<file path="config.mk">
export PLATFORM = sky130hd
export DESIGN_NAME = vs_timer
export DESIGN_NICKNAME = d
export VERILOG_FILES = /design/src/rtl/vs_timer.sv
export SDC_FILE = /design/constraint.sdc
export NUM_CORES = 1
export LEC_CHECK = 0
export BUFFER_PORTS_ARGS = -buffer_cell sky130_fd_sc_hd__buf_2
export CAP_MARGIN = 5
export CORE_ASPECT_RATIO = 0.7
export CORE_UTILIZATION = 35
export DETAILED_ROUTE_END_ITERATION = 10
export GPL_TIMING_DRIVEN = 0
export SLEW_MARGIN = 20
export SYNTH_ARGS = -nofsm -noshare
export SYNTH_HDL_FRONTEND = slang
export SYNTH_SLANG_ARGS = --single-unit
export TNS_END_PERCENT = 5
</file>
<file path="constraint.sdc">
create_clock -name clk -period 4.2 [get_ports clk]
set_clock_uncertainty 0.15 [all_clocks]
set_input_delay 0.84 -clock clk [delete_from_list [all_inputs] [get_ports clk]]
set_output_delay 0.84 -clock clk [all_outputs]
set_load 0.005 [all_outputs]
</file>
<file path="src/rtl/vs_timer.sv">
// VS-level Sstc timer: owns vstimecmp(h), produces the virtual time and
// VSTIP, which feeds hip/mip bit 6.
module vs_timer #(
  parameter int XLEN  = 64,
  parameter int TIMEW = 64
) (
  input  logic             clk,
  input  logic             reset,
  input  logic [TIMEW-1:0] MTIME,
  input  logic [TIMEW-1:0] HTIMEDELTA,
  input  logic             STCE,
  input  logic [1:0]       PrivilegeModeW,
  input  logic             VirtModeW,
  input  logic             CSRWriteM,
  input  logic [11:0]      CSRAdrM,
  input  logic [XLEN-1:0]  CSRWriteValM,
  output logic [XLEN-1:0]  CSRVTReadValM,
  output logic             IllegalCSRVTM,
  output logic [TIMEW-1:0] VIRTTIME,
  output logic             VSTIP
);

  localparam logic [11:0] ADR_VSTIMECMP  = 12'h24D;
  localparam logic [11:0] ADR_VSTIMECMPH = 12'h25D;
  localparam logic [1:0]  PRIV_S         = 2'd1;
  localparam logic [1:0]  PRIV_M         = 2'd3;
  localparam logic        IS_RV32        = (XLEN == 32);

  logic [TIMEW-1:0] vstimecmp_q, vstimecmp_d;
  logic [TIMEW-1:0] virttime_q, virttime_d;
  logic             vstip_q, vstip_d;
  logic             valid_q;

  logic             hit_lo, hit_hi, adr_ok, priv_ok, legal, wr_en;
  logic [XLEN-1:0]  rd_val;

  assign hit_lo  = (CSRAdrM == ADR_VSTIMECMP);
  assign hit_hi  = (CSRAdrM == ADR_VSTIMECMPH);
  assign adr_ok  = hit_lo | (hit_hi & IS_RV32);
  // VS may touch vstimecmp only when the hypervisor has enabled Sstc for it.
  assign priv_ok = (PrivilegeModeW == PRIV_M) |
                   ((PrivilegeModeW == PRIV_S) & (~VirtModeW | STCE));
  assign legal   = adr_ok & priv_ok;
  assign wr_en   = CSRWriteM & legal;

  assign IllegalCSRVTM = (hit_lo | hit_hi) & ~legal;
  assign CSRVTReadValM = legal ? rd_val : '0;

  generate
    if (XLEN == 32) begin : g_rv32
      always_comb begin
        // NOTE: every always_comb output gets a default first so no latch is inferred.
        vstimecmp_d = vstimecmp_q;
        if (wr_en & hit_lo) vstimecmp_d[31:0]       = CSRWriteValM;
        if (wr_en & hit_hi) vstimecmp_d[TIMEW-1:32] = CSRWriteValM;
        rd_val = hit_hi ? vstimecmp_q[TIMEW-1:32] : vstimecmp_q[31:0];
      end
    end else begin : g_rv64
      always_comb begin
        vstimecmp_d = wr_en ? CSRWriteValM : vstimecmp_q;
        rd_val      = vstimecmp_q;
      end
    end
  endgenerate

  assign virttime_d = MTIME + HTIMEDELTA;

  // A write this cycle suppresses the stale compare; the next compare sees the new value.
  assign vstip_d = ~wr_en & STCE & valid_q & (virttime_q >= vstimecmp_q);

  always_ff @(posedge clk) begin
    // NOTE: sequential state uses non-blocking assignments so all registers update together.
    if (!reset) begin
      vstimecmp_q <= '1;
      virttime_q  <= '0;
      vstip_q     <= 1'b0;
      valid_q     <= 1'b0;
    end else begin
      vstimecmp_q <= vstimecmp_d;
      virttime_q  <= virttime_d;
      vstip_q     <= vstip_d;
      valid_q     <= 1'b1;
    end
  end

  assign VIRTTIME = virttime_q;
  assign VSTIP    = vstip_q;

endmodule

</file>
# Yosys cells after proc, flatten, opt, wreduce, memory -nomap -nowiden
# Index checks and enable logic that the tools add are counted.
# op_classes
addsub,1
n_lt_le_gt_ge,1
n_eq_ne,4
muxes,2
n_bitwise,13
# op_table
op,count
64-bit adder,1
64-bit greater-or-equal comparator,1
64-bit 2-to-1 mux,1
12-bit by 10-bit == test with 1-bit output (second input constant),2
1-bit AND,7
1-bit NOT,3
1-bit OR,3
2-bit by 1-bit == test with 1-bit output (second input constant),1
2-bit == test (second input constant),1
1-bit 2-to-1 mux,1
# word_totals
reg_bits,130
input_bits,211
output_inout_bits,130
wordCells,25

# Depth between registers and ports, before layout
# depth
depth_word,10
depth_mapped,11
ltp_nobuf,11

# Worst setup path before layout
# Ideal clock, no wire load.
# synth_path
path_type,input to register
startpoint,input port MTIME[0]
endpoint,"register virttime_q[58], in the netlist VIRTTIME[58]"
setup_time_ns,0.072
arrival_ns,3.338
required_ns,3.978
path_slack_ns,0.641
cell_stages,11
path_cell_list,ha_1 fa_1 a21o_1 a221o_1 a211oi_2 o21ai_1 a31oi_2 a211oi_1 o21a_1 o31ai_2 mux2i_1
# synth_between
elab_chain_cells,1
# synth_rtl
item,line,rtl
start: declaration,9,"input logic [TIMEW-1:0] MTIME,"
64-bit adder,66,assign virttime_d = MTIME + HTIMEDELTA;
end signal: assignment,80,virttime_q <= virttime_d;
end: declaration,30,"logic [TIMEW-1:0] virttime_q, virttime_d;"
# Every way passes these cells.
# A chain may end at the register's enable or synchronous reset.

# Final worst setup path
# layout_path
startpoint,input port CSRAdrM[10]
endpoint,output port CSRVTReadValM[36]
# layout_between
elab_chain_cells,3
# layout_rtl
item,line,rtl
start: declaration,15,"input logic [11:0] CSRAdrM,"
12-bit by 10-bit == test with 1-bit output,37,assign hit_lo = (CSRAdrM == ADR_VSTIMECMP);
1-bit AND,43,assign legal = adr_ok & priv_ok;
64-bit 2-to-1 mux,47,assign CSRVTReadValM = legal ? rd_val : '0;
end: declaration,17,"output logic [XLEN-1:0] CSRVTReadValM,"
# Every way passes these cells.

==> reports/results.txt <==
WP buf/inv - 4
Synthesis-to-layout area growth - 28.0%
Drt first pass iters - 5
Min-delay worst type - register to register
Max Freq - 250 MHz
Psw - 0.00126 W
Lkg Pwr - 6.65 nW
Clk_lat worst skew - 0.43 ns
Die width - 202 um
Clock Sink Count - 130
Number of DRC violations after detailed-routing iteration 0 - 696
Hold Crit Start - valid_q$_DFF_P_
CP Max Fanout - 10
Cell area after synthesis - 9800 um2
CP Capture Type - primary output
Cells after Synth - 1,228
Share of cells above drive strength 1 - 25.1%
Most frequent cells in the layout - 348 x buf_2, 130 x dfxtp_1, 130 x nand2_1
Switching part of the total power - 31.9%
Reg power frac - 35.7%
CP Launch Type - input port
Cell area power density - 314 nW/um2
Cell mode on critical path - buf_2
Final setup violation count - 0
R2r startpoint - rd_val[9]$_SDFFE_PN1P_
CP Class - input port to primary output
RSZ-0062 raised after global routing - false
Largest net degree at the start of global routing - 17
Routed wire length - 35.7 mm
Max Cap Viol - 0
Slew Limit Fails - 0
Via density per instance - 5.13
WHS Path Cells - 2
FF-to-FF End - VSTIP$_SDFF_PN0_
Via count of the first global-routing pass - 9,472
Family with the most delay on the worst path - simple AND/OR/NAND/NOR gates
Initial Util - 36.2%
Root buffer cell - clkbuf_16
Top cell type's share of synthesized area - 26.6%
H-Tree Depth - 4
Area occupied by multi-input gates - 6640 um2
Placed Area - 12,000 um2
Final Hold Viols - 0
Sequential cell area - 2600 um2
CP peak stage delay - 0.54 ns
Final min period - 4.01 ns
Ys flop type - dfxtp_1
Filler instances - 2,736
Tot Pwr - 0.00393 W
Die area - 28,700 um2
Crit path arrival time - 3.02 ns
Yosys top cell by area - dfxtp_1
Critical Path RT - 3.21 ns
Initial antenna violation count - 0
R2r setup slk - 1.68 ns
Worst IR Drop VDD - 242 uV
Residual DRC - 0
Area of the core - 27,100 um2
Yosys warnings - 0
Most common cell after layout, fill and taps aside - buf_2
Non-Filler Instances - 1,964
Setup TNS - 0 ns
Seq/Total Area, Yosys - 26.6%
Post-route ant nets - 0
Tightest Pin Transition - 0.816 ns
Critical path's slowest cell - or4b_1
Final Cycle Share - 95.4%
Outcome - completed
Total track usage - 24.2%
Placed insts - 1,932
GPL Wtd Cong - 0.906
Std-Cell Rows - 50
EDFF count, synth - 0
Logic pwr share - 27.3%
Synth cell types - 65
Port bufs - 340
Critical path, cell by cell - buf_2, nor4bb_1, nand4_1, or4b_1, nor2_2, clkbuf_4, clkbuf_2, and2_1, buf_2
Gr ovfl total - 0
Post-DP HPWL - 30.3 mm
Clock Power Share - 37.0%
Critical Path Start - CSRAdrM[10]
Global-route wire length before repair - 53.5 mm
Via count - 10,100
Syn_nets - 1,567
Clock-pin slew on the worst setup and hold paths - 0.05 ns
Max transition margin - 45.6%
Clock Path Buffers - 2
Yosys reg bits - 130
WL per Instance - 18.2 um
Ant. Diodes - 0
Fin util - 46.3%
Layout net count - 1,926
Internal power - 0.00268 W
Cell area after layout - 12,500 um2
DIE HEIGHT - 142 um
Worst hold endpoint - VSTIP$_SDFF_PN0_
Total CTS buffers - 17
I/O pin total - 341
FF-to-FF path depth - 10
Ys async rst share - 0%
Synth Area per Inst - 7.98 um2
CTS tree - done
Synth top area cells - dfxtp_1 27%, ha_1 16%, and2_1 7.5%
routing by layer:
| metal | vias up | share of wire (%) | GRT usage [%] |
|---|---|---|---|
| li1 | 5087 | - | - |
| met1 | 4601 | 53 | 37.5 |
| met2 | 364 | 40 | 34.2 |
| met3 | 24 | 6.4 | 4.42 |
| met4 | 0 | 0.99 | 4.74 |
| met5 | - | 0 | 0 |
worst max-delay path by stage:
stage	to	cells past startpoint	slack [ns]
5_1_grt	CSRVTReadValM[36]	9	0.05
3_3_place_gp	VIRTTIME[56]$_SDFF_PN0_	12	-0.33
3_5_place_dp	VIRTTIME[56]$_SDFF_PN0_	12	-0.32
2_1_floorplan	VIRTTIME[58]$_SDFF_PN0_	11	0.64
6_report	CSRVTReadValM[36]	9	0.19
4_1_cts	CSRVTReadValM[36]	9	0.003
cells by family after synthesis:
logic type | Yosys count | synth area share [%]
mux | 7 | 0.715
buf+inv | 146 | 5.73
compound gates | 348 | 23.7
simple gates | 419 | 22.4
fa+ha+maj | 128 | 16.4
xor+xnor | 50 | 4.47
flops | 130 | 26.6
area by class of cell:
cell class,instances,area share [%]
Inverter,77,2.30
Timing Repair Buffer,340,13.6
Buffer,69,2.24
Multi-Input combinational cell,952,52.9
Clock buffer,22,3.70
Sequential cell,130,20.8
Clock inverter,10,0.868
Tap cell,364,3.63
Yosys cell counts (9+ instances only):
| cell type | count |
|---|---|
| o21ai_1 | 14 |
| nor2b_1 | 9 |
| a31oi_1 | 11 |
| nand2b_1 | 13 |
| and2_1 | 117 |
| nor3_1 | 20 |
| a211oi_1 | 11 |
| o21ai_0 | 40 |
| clkbuf_1 | 60 |
| nand4_1 | 45 |
| xnor2_1 | 35 |
| nand3_1 | 13 |
| dfxtp_1 | 130 |
| a21oi_1 | 92 |
| inv_1 | 77 |
| a21o_1 | 52 |
| o21bai_1 | 17 |
| nand2_1 | 130 |
| o211ai_1 | 71 |
| ha_1 | 127 |
| nor2_1 | 44 |
| xor2_1 | 15 |
through the flow:
step	hold slack [ns]	setup WS, ns
global placement	0.292	-0.333
CTS	0.312	0.00324
detailed placement	0.294	-0.322
floorplan	0.277	0.641
finish	0.309	0.195
global route	0.324	0.0544
power by group through the flow:
stage                     sequential (W)  clock (W)  combinational (W)
after floorplan                  0.00140          0           0.000624
after detailed placement         0.00143          0            0.00105
after global placement           0.00143          0            0.00104
final                            0.00141    0.00146            0.00107
after CTS                        0.00140    0.00147            0.00106
after global routing             0.00141    0.00154            0.00118
worst min-delay path, delay by kind of cell, from the launching register on:
| kind | cells | cell delay, ns |
|---|---|---|
| AO/OA/AOI/OAI | 1 | 0.04 |
| flip-flops | 1 | 0.30 |
| AND/OR/NAND/NOR | 1 | 0.07 |
repair_timing:
item,in CTS,in global routing
buffers inserted,0,0
hold buffers,0,0
setup endpoints to repair,50,37
resized for setup,5,4
flip-flops by register name, indices dropped and copies added, names as in the netlist:
name	count
rd_val	64
VSTIP	1
VIRTTIME	64
valid_q	1
Power figures use the tool's default switching activity.
